**config.mk**
```make
export PLATFORM = sky130hd
export DESIGN_NAME = uart_tx_serializer_flat
export DESIGN_NICKNAME = d
export VERILOG_FILES = /design/src/rtl/uart_tx_serializer_if.sv /design/src/rtl/uart_tx_serializer.sv /design/src/flat_wrapper.sv
export SDC_FILE = /design/constraint.sdc
export NUM_CORES = 1
export LEC_CHECK = 0
export ABC_AREA = 1
export CAP_MARGIN = 20
export CORE_ASPECT_RATIO = 1.4
export CORE_UTILIZATION = 42
export DETAILED_ROUTE_END_ITERATION = 10
export HOLD_SLACK_MARGIN = 0.08
export PLACE_DENSITY = 0.68
export SYNTH_ARGS = -nofsm -noshare
export SYNTH_HDL_FRONTEND = slang
export SYNTH_SLANG_ARGS = --single-unit
```
**constraint.sdc**
```tcl
create_clock -name clk -period 1.43 [get_ports clk]
set_input_delay 0.2145 -clock clk [delete_from_list [all_inputs] [get_ports clk]]
set_output_delay 0.2145 -clock clk [all_outputs]
set_load 0.1 [all_outputs]
```
**src/rtl/uart_tx_serializer_if.sv**
```systemverilog
// Byte-in / serial-out handshake between the IO block (master) and the UART serializer (slave).
interface uart_tx_serializer_if;
  logic [7:0] tx_data;
  logic       tx_start;
  logic       tx;
  logic       tx_busy;
  logic       tx_done;

  modport master (output tx_data, tx_start, input tx, tx_busy, tx_done);
  modport slave  (input tx_data, tx_start, output tx, tx_busy, tx_done);
endinterface

```
**src/rtl/uart_tx_serializer.sv**
```systemverilog
// UART tx: start, 8 data LSB first, [even parity if UART_TX_PARITY_EN], STOP_BITS stop; all outputs registered.
// Frame begins on the edge tx_start is seen while idle; tx_start is ignored while busy, no queueing.
module uart_tx_serializer #(
  parameter int unsigned CLKS_PER_BIT = 868,
  parameter int unsigned STOP_BITS    = 1
) (
  input logic                 clk,
  input logic                 rst,
  uart_tx_serializer_if.slave tx_if
);

  localparam int unsigned   BW        = (CLKS_PER_BIT > 1) ? $clog2(CLKS_PER_BIT) : 1;
  localparam logic [BW-1:0] BAUD_LAST = BW'(CLKS_PER_BIT - 1);
  localparam logic          STOP_LAST = 1'(STOP_BITS - 1);

  typedef enum logic [2:0] {
    S_IDLE,
    S_START,
    S_DATA,
`ifdef UART_TX_PARITY_EN
    S_PARITY,
`endif
    S_STOP
  } state_t;

  state_t        state_q, state_d;
  logic [BW-1:0] baud_q, baud_d;
  logic [2:0]    bit_q, bit_d;
  logic          stop_q, stop_d;
  logic [7:0]    data_q, data_d;
  logic          tx_q, tx_d;
  logic          busy_q, busy_d;
  logic          done_q, done_d;
  logic          baud_tc;

  assign baud_tc = (baud_q == BAUD_LAST);

  always_ff @(posedge clk) begin
    if (rst) begin
      state_q <= S_IDLE;
      baud_q  <= '0;
      bit_q   <= '0;
      stop_q  <= 1'b0;
      data_q  <= '0;
      tx_q    <= 1'b1;
      busy_q  <= 1'b0;
      done_q  <= 1'b0;
    end else begin
      state_q <= state_d;
      baud_q  <= baud_d;
      bit_q   <= bit_d;
      stop_q  <= stop_d;
      data_q  <= data_d;
      tx_q    <= tx_d;
      busy_q  <= busy_d;
      done_q  <= done_d;
    end
  end

  always_comb begin
    state_d = state_q;
    baud_d  = baud_q;
    bit_d   = bit_q;
    stop_d  = stop_q;
    data_d  = data_q;
    if (state_q == S_IDLE) begin
      baud_d = '0;
      if (tx_if.tx_start) begin
        state_d = S_START;
        data_d  = tx_if.tx_data;
        bit_d   = 3'd0;
        stop_d  = 1'b0;
      end
    end else begin
      baud_d = baud_tc ? '0 : baud_q + BW'(1);
      case (state_q)
        S_START: if (baud_tc) state_d = S_DATA;
        S_DATA: begin
          if (baud_tc) begin
            bit_d = bit_q + 3'd1;
            if (bit_q == 3'd7) begin
`ifdef UART_TX_PARITY_EN
              state_d = S_PARITY;
`else
              state_d = S_STOP;
`endif
            end
          end
        end
`ifdef UART_TX_PARITY_EN
        S_PARITY: if (baud_tc) state_d = S_STOP;
`endif
        S_STOP: begin
          if (baud_tc) begin
            if (stop_q == STOP_LAST) begin
              state_d = S_IDLE;
              stop_d  = 1'b0;
            end else begin
              stop_d = 1'b1;
            end
          end
        end
        default: state_d = S_IDLE;
      endcase
    end
  end

  // Outputs are the registered image of the state being entered, so the line changes on the FSM edge.
  always_comb begin
    tx_d   = 1'b1;
    busy_d = (state_d != S_IDLE);
    done_d = (state_q == S_STOP) && (state_d == S_IDLE);
    case (state_d)
      S_START:  tx_d = 1'b0;
      S_DATA:   tx_d = data_q[bit_d];
`ifdef UART_TX_PARITY_EN
      S_PARITY: tx_d = ^data_q;
`endif
      default:  tx_d = 1'b1;
    endcase
  end

  assign tx_if.tx      = tx_q;
  assign tx_if.tx_busy = busy_q;
  assign tx_if.tx_done = done_q;

endmodule
```
**src/flat_wrapper.sv**
```systemverilog
// flat-port wrapper written by rule: the top's interface ports become plain ports
module uart_tx_serializer_flat 
#(
  parameter int unsigned CLKS_PER_BIT = 868,
  parameter int unsigned STOP_BITS    = 1
)
  (clk, rst, tx_if_tx_data, tx_if_tx_start, tx_if_tx, tx_if_tx_busy, tx_if_tx_done);
  uart_tx_serializer_if tx_if_i ();
  input logic clk;
  input logic rst;
  input wire logic [$bits(tx_if_i.tx_data)-1:0] tx_if_tx_data;
  input wire logic [$bits(tx_if_i.tx_start)-1:0] tx_if_tx_start;
  output wire logic [$bits(tx_if_i.tx)-1:0] tx_if_tx;
  output wire logic [$bits(tx_if_i.tx_busy)-1:0] tx_if_tx_busy;
  output wire logic [$bits(tx_if_i.tx_done)-1:0] tx_if_tx_done;
  assign tx_if_i.tx_data = tx_if_tx_data;
  assign tx_if_i.tx_start = tx_if_tx_start;
  assign tx_if_tx = tx_if_i.tx;
  assign tx_if_tx_busy = tx_if_i.tx_busy;
  assign tx_if_tx_done = tx_if_i.tx_done;
  uart_tx_serializer #(.CLKS_PER_BIT(CLKS_PER_BIT), .STOP_BITS(STOP_BITS)) u_core (.clk(clk), .rst(rst), .tx_if(tx_if_i));
endmodule
```
==> reports/results.ini, run 1 <==
[place]
routabilityCongestion=0.934
dp_hpwl_mm=2.54
place_area_um2=1780
dp_cells=249
io_buffer_count=13

[status]
status=finished, violations left
violations=setup timing

[grt]
grt_busiest_layer=met2
grt_pass1_wl_mm=5.54
grtUsageMet3_pct=1.94
antenna_found_initial=0
grt_pass1_vias=1340
gr-usage-met1_pct=19.5
met2_usage_pct=39.8
track_usage_pct=20.5
grt_max_degree=15
overflow=0

[timing]
hold_viol=0
min_period_over_period_pct=108
grt_setup_unrepaired=true
tns_ps=-164
finalWorstSetupSlack_ps=-118
layout_min_cycle_time_ps=1550
clock_skew_ps=3.13
slew_viol_final=0
max_freq_ghz=0.646
setup_viol=3

[power]
p_leak_nw=0.822
power.total_w=0.00150
vdd_drop_max_mv=0.411
p_per_area_nw_per_um2=776

[floorplanning]
io-pin-count=14
std_cell_rows=24
die_area_um2=3630
initial_core_util_pct=44.7
fp.dieW_um=51.2
die_y_um=70.9
core_area_um2=3180

[yosys]
ys_seq_elements=27
synth_top_area_cell=dfxtp_1
synth-seq-area-share_pct=38.0
yosys-top-cells-count=nand2_1 (29), dfxtp_1 (27), nand3_1 (18), inv_1 (16), a21oi_1 (15)
yosys-top-cells-area=dfxtp_1 (38%), nand2_1 (7.7%), nand3_1 (6.3%)
synth_top_area_share_pct=38.0
avgSynthCellArea_um2=7.90
syn_nets=194
yosysMostFrequentCell=nand2_1
synth_area_um2=1420
synthCells=180
synth_edf_count=0
async_flop_share_pct=0
synth_flop_cell=dfxtp_1
synth_warnings=0
synth_cell_type_count=32

[job]
max_cap_violations=0

[finish]
antenna_cells=0
drive_gt1_share_pct=38.5
nNetsFinal=236
fin_util_pct=60.6
fin_cells=260
syn2layout_area_growth_pct=35.5
finalInstanceArea_um2=1930

[cts]
clockRootBuffer=clkbuf_8
cts_hold_buf=0
cts_buffers=3
clkTransAtPathRegs_ps=90
clock_path_buffers=2
clock-sinks=27
cts_tree=built
clk_latency_ps=280
htreeDepth=1

[min_path]
min_to=u_core.data_q[7]$_SDFFE_PP0P_
hp-start=u_core.data_q[7]$_SDFFE_PP0P_
holdPathStages=2
hp-class=reg2reg

[detailed_routing]
drc=0
finalWirelength_mm=3.33
drt_first_pass_iters=4
drtIter0Drc=17
ant_nets=0
avgRoutedWirePerCell_um=12.8
via_per_inst=4.99
vias=1297

[worst_setup_path]
ff2ff_path_depth=12
worstPathCellList=ha_4 > nand2_4 > nor2_8 > nand3_4 > nand2_1 > nand3_1 > nand2_2 > nand3_2 > nand3_2 > nand2_1 > nand2_1 > nand3_2
worst-r2r-setup-slack_ps=-120
arrival_ps=1720
critPathRequiredTime_ps=1600
crit_path_end_kind=flip-flop
crit_type=reg2reg
regToRegStartpoint=u_core.baud_q[0]$_SDFF_PP0_
cp_max_fo=5
path_buf_inv=0
timing.rr.end=u_core.tx_if.tx$_SDFF_PP1_
crit_slowest_cell=dfxtp_2
critical-path-max-stage-delay_ps=360
cp_top_family=simple AND/OR/NAND/NOR gates
cp-start-kind=flip-flop

through the flow:
| stage | setup slack, ps | hold slack (ps) |
|---|---|---|
| 5_1_grt | -191 | 498 |
| 4_1_cts | -110 | 469 |
| 2_1_floorplan | 28.4 | 292 |
| 3_3_place_gp | -120 | 447 |
| 6_report | -118 | 471 |
| 3_5_place_dp | -231 | 456 |
per-layer routing:
metal	wire, um	share of wire (%)
met5	0	0
met4	127	3.8
met3	59	1.8
met2	1850	55
met1	1300	39
flip-flops by register name, summed over array words and instances (netlist names):
register              count
u_core.state_q            3
u_core.tx_if.tx_done      1
u_core.bit_q              3
u_core.tx_if.tx           1
u_core.data_q             8
u_core.tx_if.tx_busy      1
u_core.baud_q            10
cell type report:
| cell class | count | area [um^2] |
|---|---|---|
| fillers | 309 | 1250 |
| multi-input cells | 123 | 823 |
| flip-flops and latches | 27 | 543 |
| repair buffers | 40 | 367 |
| inverters | 27 | 101 |
| well taps | 39 | 48.8 |
| clock buffers | 4 | 45.0 |
kinds of logic after synthesis:
family	share of synthesized area [%]
AO/OA/AOI/OAI	10.0
AND/OR/NAND/NOR	39.3
adder cells (fa/ha/maj)	2.64
flip-flops	38.0
buffers and inverters	8.00
other	0.264
XOR/XNOR	1.76
what timing repair did:
| action | CTS | global route |
|---|---|---|
| pin swaps | 8 | 12 |
| endpoints found under the setup margin | 5 | 11 |
| resized for setup | 9 | 6 |
| setup buffers | 4 | 3 |
| hold endpoints to repair | 0 | 0 |
tightest hold or removal path, delay by kind of cell, from the launching register on:
family / cells / cell delay, ps
flip-flops: 1 / 310
AO/OA/AOI/OAI: 1 / 60
buffers and inverters: 1 / 60
power by group:
part	total, W	switching, W	internal (W)
combinational	0.000253	0.000136	0.000118
sequential	0.000801	0.0000212	0.000780
clock	0.000442	0.000242	0.000200
worst max path at each step:
stage                                           start                          to  slack, ps  cells after the start
after floorplan           u_core.baud_q[1]$_SDFF_PP0_  u_core.tx_if.tx$_SDFF_PP1_         30                     12
after global placement                 tx_if_tx_start  u_core.tx_if.tx$_SDFF_PP1_       -120                     12
after detailed placement               tx_if_tx_start  u_core.tx_if.tx$_SDFF_PP1_       -230                     12
after CTS                 u_core.baud_q[0]$_SDFF_PP0_  u_core.tx_if.tx$_SDFF_PP1_       -110                     12
after global routing      u_core.baud_q[0]$_SDFF_PP0_  u_core.tx_if.tx$_SDFF_PP1_       -190                     12
final                     u_core.baud_q[0]$_SDFF_PP0_  u_core.tx_if.tx$_SDFF_PP1_       -120                     12
placed cells by master (no fill, tap or decap), types with 2 or more instances in the layout:
master	synthesis	routed
buf_4	0	26
nand2_1	29	25
dfxtp_1	27	25
nand3_1	18	15
inv_1	16	14
a21oi_1	15	14
inv_2	10	12
nand2_2	8	12
nor2_1	14	11
clkdlybuf4s50_1	0	10
o21ai_0	6	6
nand3_2	3	6
nand2_4	3	3
nand4_1	3	3
nor2_2	0	3
clkbuf_8	0	3
buf_12	0	3
nand3_4	2	2
nor2_8	2	2
nor3_2	3	2
o21a_1	2	2
a21oi_2	1	2
ha_1	3	2
dfxtp_2	0	2
Power figures use the tool's default switching activity.
==> run 2: changes to the inputs <==
CORE_UTILIZATION = 40   (was 42)
GPL_TIMING_DRIVEN = 0   (was default)
PLACE_DENSITY = 0.66   (was 0.68)
TNS_END_PERCENT = 30   (was default)
==> run 2 against run 1 <==
The run still ends with setup timing left; global-route usage fell by 5.2 points; clock skew rose by 5.6 ps; sequential power barely moved; critical path depth did not move; final cell count fell by 6.5%; power fell by 3.5%; clock power fell by 3%; critical endpoint unchanged; largest power group unchanged.
==> reports/results.ini, run 2 (same netlist as run 1, synthesis figures left out) <==
[status]
status=finished, violations left  ; unchanged
violations=setup timing  ; unchanged

[floorplanning]
die_y_um=72.6  ; was 70.9 um
std_cell_rows=25  ; was 24
core_area_um2=3380  ; was 3180 um^2
initial_core_util_pct=42.1  ; was 44.7%
io-pin-count=14  ; unchanged
fp.dieW_um=52.4  ; was 51.2 um
die_area_um2=3800  ; was 3630 um^2

[timing]
max_freq_ghz=0.630  ; was 0.646 GHz
grt_setup_unrepaired=true  ; unchanged
layout_min_cycle_time_ps=1590  ; was 1550 ps
setup_viol=1  ; was 3
min_period_over_period_pct=111  ; was 108%
hold_viol=0  ; unchanged
worst_slew_pin_slew_ps=543
slew_headroom_pct=64.0
finalWorstSetupSlack_ps=-157  ; was -118 ps
clock_skew_ps=8.72  ; was 3.13 ps
hold_ws_ps=302  ; was 471 ps
slew_viol_final=0  ; unchanged
tns_ps=-157  ; was -164 ps

[grt]
grt_max_degree=15  ; unchanged
gr-usage-met1_pct=15.9  ; was 19.5%
grtUsageMet3_pct=1.89  ; was 1.94%
grt_pass1_vias=1161  ; was 1340
overflow=0  ; unchanged
grt_pass1_wl_mm=4.49  ; was 5.54 mm
grt_busiest_layer=met2  ; unchanged
met2_usage_pct=29.5  ; was 39.8%
track_usage_pct=15.3  ; was 20.5%
antenna_found_initial=0  ; unchanged

[worst_setup_path]
crit_path_end_kind=flip-flop  ; unchanged
critPathRequiredTime_ps=1590  ; was 1600 ps
cp_max_fo=5  ; unchanged
crit_type=reg2reg  ; unchanged
arrival_ps=1750  ; was 1720 ps
cp-start-kind=flip-flop  ; unchanged

[finish]
mostFrequentLayoutCells=nand2_1 (24), dfxtp_1 (20), nand3_1 (15), inv_1 (15)  ; was buf_4 (26), nand2_1 (25), dfxtp_1 (25), nand3_1 (15)
regMostFlops=u_core.baud_q  ; unchanged
largestRegisters=u_core.baud_q x10, u_core.data_q x8  ; unchanged
final_common_cell=nand2_1  ; was buf_4
syn2layout_area_growth_pct=25.3  ; was 35.5%
antenna_cells=0  ; unchanged
nNetsFinal=218  ; was 236
regArea_um2=549  ; was 543 um^2
multi_input_area_um2=832  ; was 823 um^2
largest_reg_flops=10  ; unchanged
fillers=329  ; was 309
finalInstanceArea_um2=1780  ; was 1930 um^2
drive_gt1_share_pct=35.5  ; was 38.5%

[cts]
cts_buffers=3  ; unchanged
cts_tree=built  ; unchanged
htreeDepth=1  ; unchanged
clock-sinks=27  ; unchanged
clockRootBuffer=clkbuf_8  ; unchanged
clk_latency_ps=270  ; was 280 ps
cts_hold_buf=0  ; unchanged
clkTransAtPathRegs_ps=90  ; about the same
clock_path_buffers=2  ; unchanged

[detailed_routing]
via_per_inst=5.02  ; was 4.99
avgRoutedWirePerCell_um=11.4  ; was 12.8 um
vias=1219  ; was 1297
finalWirelength_mm=2.76  ; was 3.33 mm
drc=0  ; unchanged
drtIter0Drc=17  ; unchanged
ant_nets=0  ; unchanged
drt_first_pass_iters=4  ; unchanged

[min_path]
hp-class=in2reg  ; was reg2reg

[place]
dp_hpwl_mm=2.08  ; was 2.54 mm
io_buffer_count=12  ; was 13
place_area_um2=1610  ; was 1780 um^2
routabilityCongestion=0.809  ; was 0.934

[job]
max_cap_violations=0  ; unchanged

[power]
vdd_drop_max_mv=0.452  ; was 0.411 mV
p_per_area_nw_per_um2=810  ; was 776 nW/um^2
power.total_w=0.00144  ; was 0.00150 W
p_leak_nw=0.700  ; was 0.822 nW

==> run 2: final timing paths <==
check | from | endpoint | slack [ps] | cells after the start
min | tx_if_tx_start | u_core.data_q[5]$_SDFFE_PP0P_ | 300 | 3
max reg2reg | u_core.baud_q[0]$_SDFF_PP0_ | u_core.tx_if.tx$_SDFF_PP1_ | -160 | 12
min reg2reg | u_core.baud_q[0]$_SDFF_PP0_ | u_core.baud_q[0]$_SDFF_PP0_ | 450 | 1
max | u_core.baud_q[0]$_SDFF_PP0_ | u_core.tx_if.tx$_SDFF_PP1_ | -160 | 12
==> run 2: critical path, stage by stage (launching register included) <==
cell	delay, ps
dfxtp_2	370
ha_4	150
nand2_4	70
nor2_8	160
nand3_4	130
nand2_4	140
nand2_4	70
nand2_1	60
nand3_1	70
nand3_1	70
nand2_1	60
nand2_1	70
nand3_2	60
==> run 2: layout make-up <==
cell class,instances,share of cell area [%]
sequential,27,30.8
multi-input combinational,123,46.7
buffer,3,0.702
timing repair buffer,19,10.8
clock buffer,4,2.53
tap,40,2.81
inverter,27,5.68
==> run 2: power breakdown <==
part,switching (W),total (W),internal [W]
Sequential,0.0000183,0.000799,0.000780
Combinational,0.000127,0.000216,0.0000891
Clock,0.000230,0.000429,0.000199
==> run 2: what timing repair did <==
item,CTS,global route
gates resized for setup,11,19
pin swaps,1,13
endpoints found under the setup margin,6,12
setup buffers,0,7
==> run 2: metrics by stage <==
step	utilization (%)	cells	setup slack, ps
final	52.8	243	-157
after global routing	52.8	243	-278
after CTS	49.1	236	-107
after detailed placement	47.6	232	-207
after global placement	47.6	232	-192
after floorplan	-	180	28.4
==> run 2: routing by layer <==
| layer | share of wire [%] | wire [um] | vias up |
|---|---|---|---|
| met5 | 0 | 0 | - |
| met4 | 0.62 | 17 | 0 |
| met3 | 2.4 | 66 | 2 |
| met2 | 57 | 1580 | 15 |
| met1 | 40 | 1100 | 574 |
| li1 | - | - | 628 |
